$ cat config.mk
export PLATFORM = sky130hd
export DESIGN_NAME = iccm_boot_loader
export DESIGN_NICKNAME = d
export VERILOG_FILES = /design/src/rtl/iccm_boot_pkg.sv /design/src/rtl/iccm_byte_assembler.sv /design/src/rtl/iccm_boot_loader.sv
export SDC_FILE = /design/constraint.sdc
export NUM_CORES = 1
export LEC_CHECK = 0
export ABC_AREA = 1
export CORE_MARGIN = 4
export CORE_UTILIZATION = 55
export DETAILED_ROUTE_END_ITERATION = 6
export PLACE_DENSITY = 0.86
export SYNTH_ARGS = -nofsm -noshare
export SYNTH_HDL_FRONTEND = slang
export SYNTH_SLANG_ARGS = --single-unit
$ cat constraint.sdc
create_clock -name clk_i -period 5.9 [get_ports clk_i]
set_input_delay 0.885 -clock clk_i [delete_from_list [all_inputs] [get_ports clk_i]]
set_output_delay 0.885 -clock clk_i [all_outputs]
set_load 0.05 [all_outputs]
$ cat src/rtl/iccm_boot_pkg.sv
`default_nettype none
// ============================================================================
// Package     : iccm_boot_pkg
// Description : Shared types and constants for the ICCM boot loader.
// Revision    : 1.0 - initial release
// ============================================================================
package iccm_boot_pkg;

  // Loader FSM states
  typedef enum logic [1:0] {
    StLoad  = 2'd0,
    StDone  = 2'd1,
    StError = 2'd2
  } boot_state_e;

  // Default end-of-program marker; this word is never written to the ICCM
  localparam logic [31:0] EndWordDefault = 32'h0000_0FFF;

endpackage
`default_nettype wire

$ cat src/rtl/iccm_byte_assembler.sv
`default_nettype none
// ============================================================================
// Module      : iccm_byte_assembler
// Description : Packs a little-endian byte stream into 32-bit words. A
//               partial word is dropped after TimeoutCyc idle cycles.
// Revision    : 1.0 - initial release
// ============================================================================
module iccm_byte_assembler #(
  parameter int unsigned TimeoutCyc = 1024
) (
  input  logic        clk_i,
  input  logic        rst_ni,
  input  logic        clear_i,
  input  logic        enable_i,
  input  logic [7:0]  rx_byte_i,
  input  logic        rx_valid_i,
  output logic [31:0] word_o,
  output logic        word_valid_o
);

  localparam int unsigned TW = $clog2(TimeoutCyc + 1);

  // Bytes 0..2 of the word in progress; byte 3 comes straight from the input
  logic [23:0]   shift_q;
  logic [1:0]    byte_cnt_q;
  logic [TW-1:0] idle_q;
  logic          take;

  assign take         = enable_i & rx_valid_i & ~clear_i;
  assign word_o       = {rx_byte_i, shift_q};
  assign word_valid_o = take & (byte_cnt_q == 2'd3);

  // Shift in bytes, count position in word, and expire stale partial words
  always_ff @(posedge clk_i or negedge rst_ni) begin
    if (!rst_ni) begin
      shift_q    <= 24'd0;
      byte_cnt_q <= 2'd0;
      idle_q     <= '0;
    end else if (clear_i) begin
      byte_cnt_q <= 2'd0;
      idle_q     <= '0;
    end else if (take) begin
      shift_q    <= {rx_byte_i, shift_q[23:8]};
      byte_cnt_q <= byte_cnt_q + 2'd1;
      idle_q     <= '0;
    end else if (enable_i && byte_cnt_q != 2'd0) begin
      if (idle_q == TW'(TimeoutCyc - 1)) begin
        byte_cnt_q <= 2'd0;
        idle_q     <= '0;
      end else begin
        idle_q <= idle_q + TW'(1);
      end
    end
  end

endmodule
`default_nettype wire

$ cat src/rtl/iccm_boot_loader.sv
`default_nettype none
// ============================================================================
// Module      : iccm_boot_loader
// Description : Writes an assembled UART byte stream sequentially into the
//               ICCM and holds the core in load mode until the terminator.
// Revision    : 1.0 - initial release
// ============================================================================
module iccm_boot_loader
  import iccm_boot_pkg::*;
#(
  parameter int unsigned AddrW      = 12,
  parameter logic [31:0] EndWord    = EndWordDefault,
  parameter int unsigned TimeoutCyc = 1024
) (
  input  logic             clk_i,
  input  logic             rst_ni,
  input  logic             start_i,
  input  logic [7:0]       rx_byte_i,
  input  logic             rx_valid_i,
  output logic [AddrW-1:0] iccm_cntrl_addr_o,
  output logic [31:0]      iccm_cntrl_data_o,
  output logic             iccm_cntrl_we_o,
  output logic             iccm_cntrl_reset_o,
  output logic             load_done_o,
  output logic             load_err_o,
  output logic [AddrW:0]   word_cnt_o
);

  localparam int unsigned CntW = AddrW + 1;

  logic [1:0]       rst_sync_q;
  logic             rst_n;
  boot_state_e      state_q;
  logic [AddrW-1:0] addr_q;
  logic [CntW-1:0]  word_cnt_q;
  logic             full_q;
  logic [31:0]      data_q;
  logic             we_q;
  logic             cntrl_reset_q;
  logic             done_q;
  logic             err_q;
  logic [31:0]      word;
  logic             word_valid;

  // Reset asserts immediately but is released on a clock edge
  always_ff @(posedge clk_i or negedge rst_ni) begin
    if (!rst_ni) rst_sync_q <= 2'b00;
    else         rst_sync_q <= {rst_sync_q[0], 1'b1};
  end
  assign rst_n = rst_sync_q[1];

  iccm_byte_assembler #(
    .TimeoutCyc (TimeoutCyc)
  ) u_asm (
    .clk_i        (clk_i),
    .rst_ni       (rst_n),
    .clear_i      (start_i),
    .enable_i     (state_q == StLoad),
    .rx_byte_i    (rx_byte_i),
    .rx_valid_i   (rx_valid_i),
    .word_o       (word),
    .word_valid_o (word_valid)
  );

  // Loader FSM with address/word counters and registered ICCM outputs
  always_ff @(posedge clk_i or negedge rst_n) begin
    if (!rst_n) begin
      state_q       <= StLoad;
      addr_q        <= '0;
      word_cnt_q    <= '0;
      full_q        <= 1'b0;
      data_q        <= 32'd0;
      we_q          <= 1'b0;
      cntrl_reset_q <= 1'b1;
      done_q        <= 1'b0;
      err_q         <= 1'b0;
    end else begin
      we_q <= 1'b0;
      if (start_i) begin
        // Restart wins over any byte or pending address bump this cycle
        state_q       <= StLoad;
        addr_q        <= '0;
        word_cnt_q    <= '0;
        full_q        <= 1'b0;
        cntrl_reset_q <= 1'b1;
        done_q        <= 1'b0;
        err_q         <= 1'b0;
      end else begin
        // Advance address after the write cycle; the last slot marks memory full
        if (we_q) begin
          addr_q     <= addr_q + AddrW'(1);
          word_cnt_q <= word_cnt_q + CntW'(1);
          if (addr_q == '1) full_q <= 1'b1;
        end
        case (state_q)
          StLoad: begin
            if (word_valid) begin
              if (word == EndWord) begin
                state_q       <= StDone;
                done_q        <= 1'b1;
                cntrl_reset_q <= 1'b0;
              end else if (!full_q) begin
                we_q   <= 1'b1;
                data_q <= word;
              end else begin
                state_q <= StError;
                err_q   <= 1'b1;
              end
            end
          end
          default: ;
        endcase
      end
    end
  end

  assign iccm_cntrl_addr_o  = addr_q;
  assign iccm_cntrl_data_o  = data_q;
  assign iccm_cntrl_we_o    = we_q;
  assign iccm_cntrl_reset_o = cntrl_reset_q;
  assign load_done_o        = done_q;
  assign load_err_o         = err_q;
  assign word_cnt_o         = word_cnt_q;

endmodule
`default_nettype wire

==> flow_summary.json, run 1 <==
{
  "die-height_um": 99.4,
  "synth-seq-cells": 103,
  "netlist_instances": 551,
  "cts.clk_slew.worst_paths_ps": 90,
  "crit_path_max_fanout": 35,
  "die_w_um": 99.4,
  "slew_headroom_pct": 58.7,
  "grtUsageMet1_pct": 27.0,
  "coreArea_mm2": 0.00818,
  "cts_setup_buffers": 0,
  "clock_path_buffers": 2,
  "drtPass1Iterations": 5,
  "final_util_pct": 67.8,
  "path_class": "in -> reg",
  "regArea_mm2": 0.00258,
  "rr_worst_depth": 8,
  "drt_drc_violations_left": 0,
  "grtUsageMet2_pct": 36.5,
  "critPathArrivalTime_ps": 3570,
  "root_buffer": "clkbuf_8",
  "ir_drop_mv": 0.162,
  "antenna_found_initial": 0,
  "rr_startpoint": "state_q[0]",
  "use_met3_pct": 3.58,
  "place_ws_ps": 2210,
  "io-pin-count": 73,
  "period_share_pct": 56.0,
  "r2r_setup_slack_ps": 3610,
  "holdBufCountCts": 0,
  "clock-sinks": 103,
  "io_buffers": 72,
  "insertion_delay_ps": 360,
  "hold_class": "reg -> async",
  "tritoncts": "yes",
  "dr.first_iter.drc_count": 224,
  "layout-drive-gt1-share_pct": 4.49,
  "fill_cells": 650,
  "hold_viol": 0,
  "setup_violations": 0,
  "std_cell_rows": 33,
  "multi_input_area_mm2": 0.00170,
  "ys_seq_area_share_pct": 56.1,
  "vias": 3808,
  "syn_area_mm2": 0.00460,
  "nets": 636,
  "die-area_mm2": 0.00988,
  "synth_cell_types": 30,
  "finalPower_mw": 2.00,
  "first_global_vias": 3713,
  "wl_per_cell_um": 13.5,
  "cts_resized": 0,
  "period_minus_slack_ps": 3310,
  "diodes": 0,
  "gp_congestion": 0.865,
  "routed_wl_um": 9840,
  "postRouteAntennaNets": 0,
  "drv_cap": 0,
  "grt_pass1_wl_um": 17000,
  "critPathCaptureType": "flop",
  "routed_via_density": 5.22,
  "area_growth_syn_to_layout_pct": 20.6,
  "cp.required_ps": 6160,
  "grt_max_degree": 53,
  "grt.total_usage_pct": 21.3,
  "timing.rr.end": "iccm_cntrl_data_o[8]",
  "cellPowerDensity_mw_per_mm2": 361,
  "final_max_slew_viol_count": 0,
  "status": "finished, final reports clean",
  "postSynthAreaPerCell_um2": 8.34,
  "finalWorstSetupSlack_ps": 2590,
  "p_leak_nw": 2.69,
  "clock.fmax_mhz": 302,
  "finClkSkew_ps": 7.13,
  "h-tree-depth": 3,
  "synthesis.nets": 568,
  "tns_ps": 0,
  "whs_ps": 345,
  "yosys_warnings": 0,
  "start_kind": "input port",
  "grt_overflow_total": 0,
  "dpl.hpwl_um": 7150,
  "tightest_slew_ps": 619,
  "rsz0062_at_grt": "false",
  "start_util_pct": 56.2,
  "cts_buffers": 9,
  "grt_busiest_layer": "met2"
}
## report_power, final
part           total [mW]  internal (mW)  leakage [nW]  switching, mW
clock               0.406          0.177        0.0926          0.229
sequential          0.919          0.827          1.38         0.0913
combinational       0.679          0.211          1.22          0.467
total                2.00           1.22          2.69          0.787
## through the flow
stage	area, um^2	std cells
CTS	5540	729
detailed placement	5360	713
floorplan	4600	551
global route	5540	729
finish	5540	729
global placement	5360	713
## placed cells by master, fill, tap and decap left out, types with 4 or more instances in the layout
master	n
nand2_1	187
dfrtp_1	101
clkdlybuf4s50_1	72
inv_1	51
nor2_1	50
nand3_1	47
o21ai_0	38
a21oi_1	17
clkbuf_8	11
nor3_1	9
ha_1	5
nand4_1	4
## synth_stat cells
cell      count  area share [%]
nand2_1     187              15
dfrtp_1     102              56
inv_1        51             4.2
nor2_1       50             4.1
nand3_1      47             5.1
o21ai_0      38             4.1
a21oi_1      17             1.9
clkbuf_1      9            0.73
nor3_1        9            0.98
ha_1          5             1.4
buf_4         4            0.65
buf_6         4            0.98
nand4_1       4            0.54
a31oi_1       2            0.27
and3_1        2            0.27
inv_4         2            0.27
nand2_4       2            0.49
nand3b_1      2            0.33
nor2_2        2            0.27
xor2_1        2            0.38
and2_0        1            0.14
conb_1        1           0.082
dfstp_2       1            0.57
inv_2         1           0.082
nand3_4       1            0.38
nor2_8        1            0.44
o21ai_1       1            0.11
o21bai_1      1            0.16
o31ai_1       1            0.16
xnor2_1       1            0.19
## registers in the layout (all words and copies together) (netlist names)
name,cells
full_q,1
iccm_cntrl_addr_o,12
iccm_cntrl_data_o,32
iccm_cntrl_reset_o,1
iccm_cntrl_we_o,1
load_done_o,1
load_err_o,1
rst_sync_q,2
state_q,2
u_asm.byte_cnt_q,2
u_asm.idle_q,11
u_asm.shift_q,24
word_cnt_o,13
## kinds of logic after synthesis
| logic type | count (synthesis) | share of synthesized area (%) |
|---|---|---|
| and+or+nand+nor | 308 | 28.3 |
| AOI/OAI and AO/OA | 60 | 6.70 |
| other | 1 | 0.0816 |
| buffers and inverters | 71 | 6.89 |
| DFF | 103 | 56.1 |
| xor gates and xnor gates | 3 | 0.572 |
| adders and majority gates | 5 | 1.36 |
## worst max-delay path by stage
stage,from,to,depth (start not counted)
after global placement,start_i,iccm_cntrl_data_o[0],9
after CTS,start_i,iccm_cntrl_data_o[8],9
final,start_i,iccm_cntrl_data_o[8],9
after global routing,start_i,iccm_cntrl_data_o[10],9
after floorplan,rst_sync_q[1],full_q,0
after detailed placement,start_i,iccm_cntrl_data_o[3],9
## layout make-up
cell class              count  share of cell area [%]
well taps                 105                    2.37
inverters                  54                    3.75
clock buffers              12                    2.80
clock inverters             4                   0.542
repair buffers             74                    13.3
multi-input cells         377                    30.7
flip-flops and latches    103                    46.6
## worst max-delay path: stages
cell	delay, ps
clkdlybuf4s50_1	660
inv_4	360
nand3_4	350
inv_4	300
nand2_4	110
nor2_8	360
nand2_4	300
nand2_1	150
nand2_1	60
## metal layers
layer | up-vias | share of wire (%)
li1 | 1876 | -
met4 | 0 | 2.2
met3 | 22 | 4.5
met5 | - | 0
met1 | 1801 | 42
met2 | 109 | 51
Note: power is estimated with default switching activity, not from simulation.
==> inputs of run 2 (changes only) <==
CORE_UTILIZATION = 53   (was 55)
PLACE_DENSITY = 0.83   (was 0.86)
clock period = 3.2 ns   (was 5.9 ns; I/O delays follow)
==> run 2 against run 1 <==
Clock skew up 7.5 ps. Final cell count up 0.41%. Utilization down 0.85 points. Clock-buffer cell count down 2. Via count down 0.92%. Register-to-register slack worse by 2400 ps. Non-clock buffer count up 3. Clock power up 110%. Critical endpoint is now iccm_cntrl_we_o. Highest routed layer unchanged.
==> flow_summary.json, run 2 (synthesis gave the netlist of run 1 again) <==
{
  "fin_area_mm2": 0.00559,
  "die-area_mm2": 0.0102,
  "diodes": 0,
  "cellPowerDensity_mw_per_mm2": 677,
  "drt_drc_violations_left": 0,
  "cts_resized": 0,
  "h-tree-depth": 3,
  "finClkSkew_ps": 14.7,
  "clock-sinks": 103,
  "die_w_um": 101,
  "path_class": "reg -> out",
  "io-pin-count": 73,
  "insertion_delay_ps": 360,
  "wl_per_cell_um": 13.7,
  "critPathCaptureType": "primary output",
  "critPathTopFamily": "buffers and inverters",
  "clock_path_buffers": 2,
  "place_area_mm2": 0.00538,
  "std_cell_rows": 33,
  "critical_path_buf_inv_count": 1,
  "vias": 3773,
  "final_util_pct": 67.0,
  "grt_max_degree": 43,
  "grt_overflow_total": 0,
  "tightest_slew_ps": 573,
  "hold_viol": 0,
  "postRouteAntennaNets": 0,
  "holdBufCountCts": 0,
  "path_depth": 1,
  "nets": 639,
  "max_stage_delay_ps": 890,
  "rr_worst_depth": 9,
  "clock.fmax_mhz": 429,
  "drtPass1Iterations": 6,
  "antenna_found_initial": 0,
  "finalWorstSetupSlack_ps": 867,
  "tns_ps": 0,
  "root_buffer": "clkbuf_8",
  "cp.required_ps": 2720,
  "place_ws_ps": 584,
  "layout-drive-gt1-share_pct": 5.10,
  "io_buffers": 72,
  "slew_headroom_pct": 61.7,
  "cts.clk_slew.worst_paths_ps": 100,
  "routed_via_density": 5.15,
  "crit_path_max_fanout": 12,
  "final_cell_mix": "nand2_1, dfrtp_1, clkdlybuf4s50_1",
  "dpl.hpwl_um": 7230,
  "largest_reg_flops": 32,
  "ir_drop_mv": 0.335,
  "p_leak_nw": 2.72,
  "path_cells": "clkdlybuf4s50_1",
  "routed_wl_um": 10000,
  "tritoncts": "yes",
  "area_growth_syn_to_layout_pct": 21.5,
  "grt.total_usage_pct": 20.8,
  "period_minus_slack_ps": 2330,
  "layout_commonest_cell": "nand2_1",
  "die-height_um": 101,
  "cts_setup_buffers": 0,
  "hold_class": "in -> async",
  "gp_congestion": 0.817,
  "critPathArrivalTime_ps": 1850,
  "rsz0062_at_grt": "false",
  "start_kind": "flop",
  "first_global_vias": 3656,
  "crit_slowest_cell": "clkdlybuf4s50_1",
  "start_util_pct": 55.1,
  "cts_buffers": 9,
  "grt_pass1_wl_um": 17000,
  "final_max_slew_viol_count": 0,
  "dr.first_iter.drc_count": 277,
  "period_share_pct": 72.9,
  "coreArea_mm2": 0.00834,
  "setup_violations": 0,
  "status": "finished, final reports clean",
  "drv_cap": 0
}
run 2: changes by cell type in the layout (fill, tap and decap cells not counted):
| cell | before | now |
|---|---|---|
| clkbuf_8 | 11 | 10 |
| buf_4 | 2 | 5 |
| clkinv_4 | 2 | 1 |
| clkbuf_1 | 1 | 0 |
| bufinv_16 | 0 | 1 |
| inv_6 | 0 | 2 |
| clkinvlp_4 | 1 | 0 |
| clkinv_2 | 1 | 2 |
run 2: layer usage:
layer	vias to the layer above	track usage (%)	part of all wire [%]
met2	95	35.5	50
met4	0	8.49	1.7
li1	1882	-	-
met1	1782	26.6	44
met3	14	3.17	3.9
met5	-	0	0
run 2: cell type report:
class	instances	area [um^2]
inverters	54	208
clock inverters	6	66.3
repair buffers	77	758
multi-input cells	377	1700
well taps	105	131
clock buffers	10	138
flip-flops and latches	103	2580
fillers	692	2760
run 2: path summary, 6_finish.rpt:
path / start / end / slack [ps]
worst min register to register: rst_sync_q[1] / u_asm.shift_q[21] / 310
max in group asynchronous: rst_sync_q[1] / iccm_cntrl_data_o[1] / 2090
min in group clk_i: rst_sync_q[0] / rst_sync_q[1] / 360
worst min-delay path: rst_ni / rst_sync_q[1] / 280
worst max-delay path: iccm_cntrl_we_o / iccm_cntrl_we_o / 870
worst max register to register: u_asm.shift_q[17] / iccm_cntrl_data_o[29] / 1230
run 2: metrics by stage:
stage / std cells / hold slack [ps] / total power, mW
finish: 732 / 278 / 3.78
global route: 732 / 258 / 3.96
CTS: 732 / 260 / 3.81
detailed placement: 716 / 336 / 2.98
global placement: 716 / 329 / 2.94
floorplan: 551 / 184 / 2.52
run 2: where the power goes:
part	internal, mW	leakage [nW]	switching (mW)
combinational	0.392	1.24	0.859
sequential	1.53	1.38	0.163
clock	0.388	0.107	0.453
total	2.31	2.72	1.48
==> inputs of run 3 (changes only) <==
clock period = 2.3 ns   (was 3.2 ns; I/O delays follow)
==> run 3 against run 2 <==
Sequential cell count unchanged. Clock skew down 4.5 ps. Combinational power up 41%. Routed wire length down 0.45%. Global-route usage about the same. Cell area up 0.60%. Die area unchanged. Critical path depth unchanged. Final cell count up 0.68%. Via count up 0.95%.
==> flow_summary.json, run 3 (synthesis gave the netlist of run 1 again) <==
{
  "layout-drive-gt1-share_pct": 5.38,
  "hold_viol": 0,
  "critical_path_buf_inv_count": 1,
  "critPathCaptureType": "primary output",
  "fin_area_mm2": 0.00562,
  "finClkSkew_ps": 10.2,
  "crit_path_end": "iccm_cntrl_reset_o",
  "path_class": "reg -> out",
  "tns_ps": 0,
  "first_global_vias": 3707,
  "routed_via_density": 5.17,
  "place_area_mm2": 0.00544,
  "finalWorstSetupSlack_ps": 258,
  "p_sw_share_pct": 38.6,
  "crit_slowest_cell": "clkdlybuf4s50_1",
  "drtPass1Iterations": 7,
  "internal_power_mw": 3.17,
  "io_buffers": 72,
  "gp_congestion": 0.868,
  "std_cell_rows": 33,
  "drv_cap": 0,
  "clock-sinks": 103,
  "insertion_delay_ps": 360,
  "p_leak_nw": 2.73,
  "root_buffer": "clkbuf_8",
  "cellPowerDensity_mw_per_mm2": 920,
  "ir_drop_mv": 0.539,
  "clock_path_buffers": 2,
  "status": "finished, final reports clean",
  "tritoncts": "yes",
  "switching_power_mw": 2.00,
  "comb_power_share_pct": 34.0,
  "postRouteAntennaNets": 0,
  "cp.required_ps": 1960,
  "clock.fmax_mhz": 490,
  "wl_per_cell_um": 13.5,
  "crit_start": "iccm_cntrl_reset_o",
  "critPathTopFamily": "buffers and inverters",
  "dp.cells": 722,
  "start_kind": "flop",
  "rr_worst_depth": 8,
  "coreArea_mm2": 0.00834,
  "die-height_um": 101,
  "vias": 3809,
  "h-tree-depth": 3,
  "timing.rr.end": "iccm_cntrl_data_o[30]",
  "routed_wl_um": 9960,
  "period_share_pct": 88.8,
  "place_ws_ps": 240,
  "cts.clk_slew.worst_paths_ps": 80,
  "p_seq_share_pct": 45.3,
  "drt_drc_violations_left": 0,
  "hold_class": "in -> async",
  "cts_buffers": 9,
  "final_max_slew_viol_count": 0,
  "layout_commonest_cell": "nand2_1",
  "crit_path_max_fanout": 2,
  "die_w_um": 101,
  "slew_headroom_pct": 64.3,
  "grt_overflow_total": 0,
  "grt_max_degree": 47,
  "cts_setup_buffers": 0,
  "dpl.hpwl_um": 7250,
  "start_util_pct": 55.1,
  "stdcell_count": 737,
  "rr_startpoint": "state_q[0]",
  "nets": 645,
  "path_depth": 1,
  "rsz0062_at_grt": "false",
  "critPathArrivalTime_ps": 1700,
  "die-area_mm2": 0.0102,
  "r2r_setup_slack_ps": 550,
  "largest_reg_flops": 32,
  "period_minus_slack_ps": 2040,
  "io-pin-count": 73,
  "grt_pass1_wl_um": 17000,
  "clock_power_share_pct": 20.7,
  "path_cells": "clkdlybuf4s50_1",
  "setup_violations": 0,
  "cts_resized": 0,
  "grt.total_usage_pct": 20.7,
  "dr.first_iter.drc_count": 181,
  "holdBufCountCts": 0,
  "diodes": 0,
  "final_cell_mix": "nand2_1, dfrtp_1, clkdlybuf4s50_1",
  "antenna_found_initial": 0,
  "area_growth_syn_to_layout_pct": 22.2,
  "tightest_slew_ps": 534,
  "max_stage_delay_ps": 800
}
-- run 3: layer usage --
| metal | wire length (um) | GRT usage, % | up-vias |
|---|---|---|---|
| met5 | 0 | 0 | - |
| met3 | 338 | 3.31 | 22 |
| met2 | 4920 | 35.3 | 89 |
| met4 | 239 | 8.08 | 0 |
| met1 | 4460 | 26.7 | 1803 |
| li1 | - | - | 1895 |
-- run 3: area by class of cell --
class | count | area (um^2)
Clock buffer | 12 | 135
Clock inverter | 3 | 45.0
Fill cell | 663 | 2720
Inverter | 54 | 208
Multi-Input combinational cell | 377 | 1700
Sequential cell | 103 | 2580
Tap cell | 105 | 131
Timing Repair Buffer | 83 | 816
-- run 3: worst min path at each step --
stage	slack, ps	end	depth (start not counted)	from
after global placement	250	iccm_cntrl_data_o[30]	0	rst_sync_q[1]
final	150	rst_sync_q[1]	1	rst_ni
after floorplan	50	rst_sync_q[0]	0	rst_ni
after global routing	130	rst_sync_q[1]	1	rst_ni
after CTS	130	rst_sync_q[1]	1	rst_ni
after detailed placement	250	iccm_cntrl_data_o[28]	0	rst_sync_q[1]
-- run 3: power by group through the flow --
stage               clock [mW]  sequential [mW]  combinational (mW)
global placement             0             2.37                1.73
finish                    1.07             2.34                1.76
CTS                       1.10             2.35                1.78
global route              1.17             2.39                1.87
floorplan                    0             3.16               0.341
detailed placement           0             2.38                1.77
-- run 3: per-stage QoR --
| stage | power [mW] | util (%) | hold slack, ps |
|---|---|---|---|
| 2_1_floorplan | 3.50 | - | 49.4 |
| 3_3_place_gp | 4.10 | 65.2 | 248 |
| 3_5_place_dp | 4.15 | 65.2 | 253 |
| 4_1_cts | 5.22 | 67.4 | 134 |
| 5_1_grt | 5.43 | 67.4 | 135 |
| 6_report | 5.17 | 67.4 | 148 |
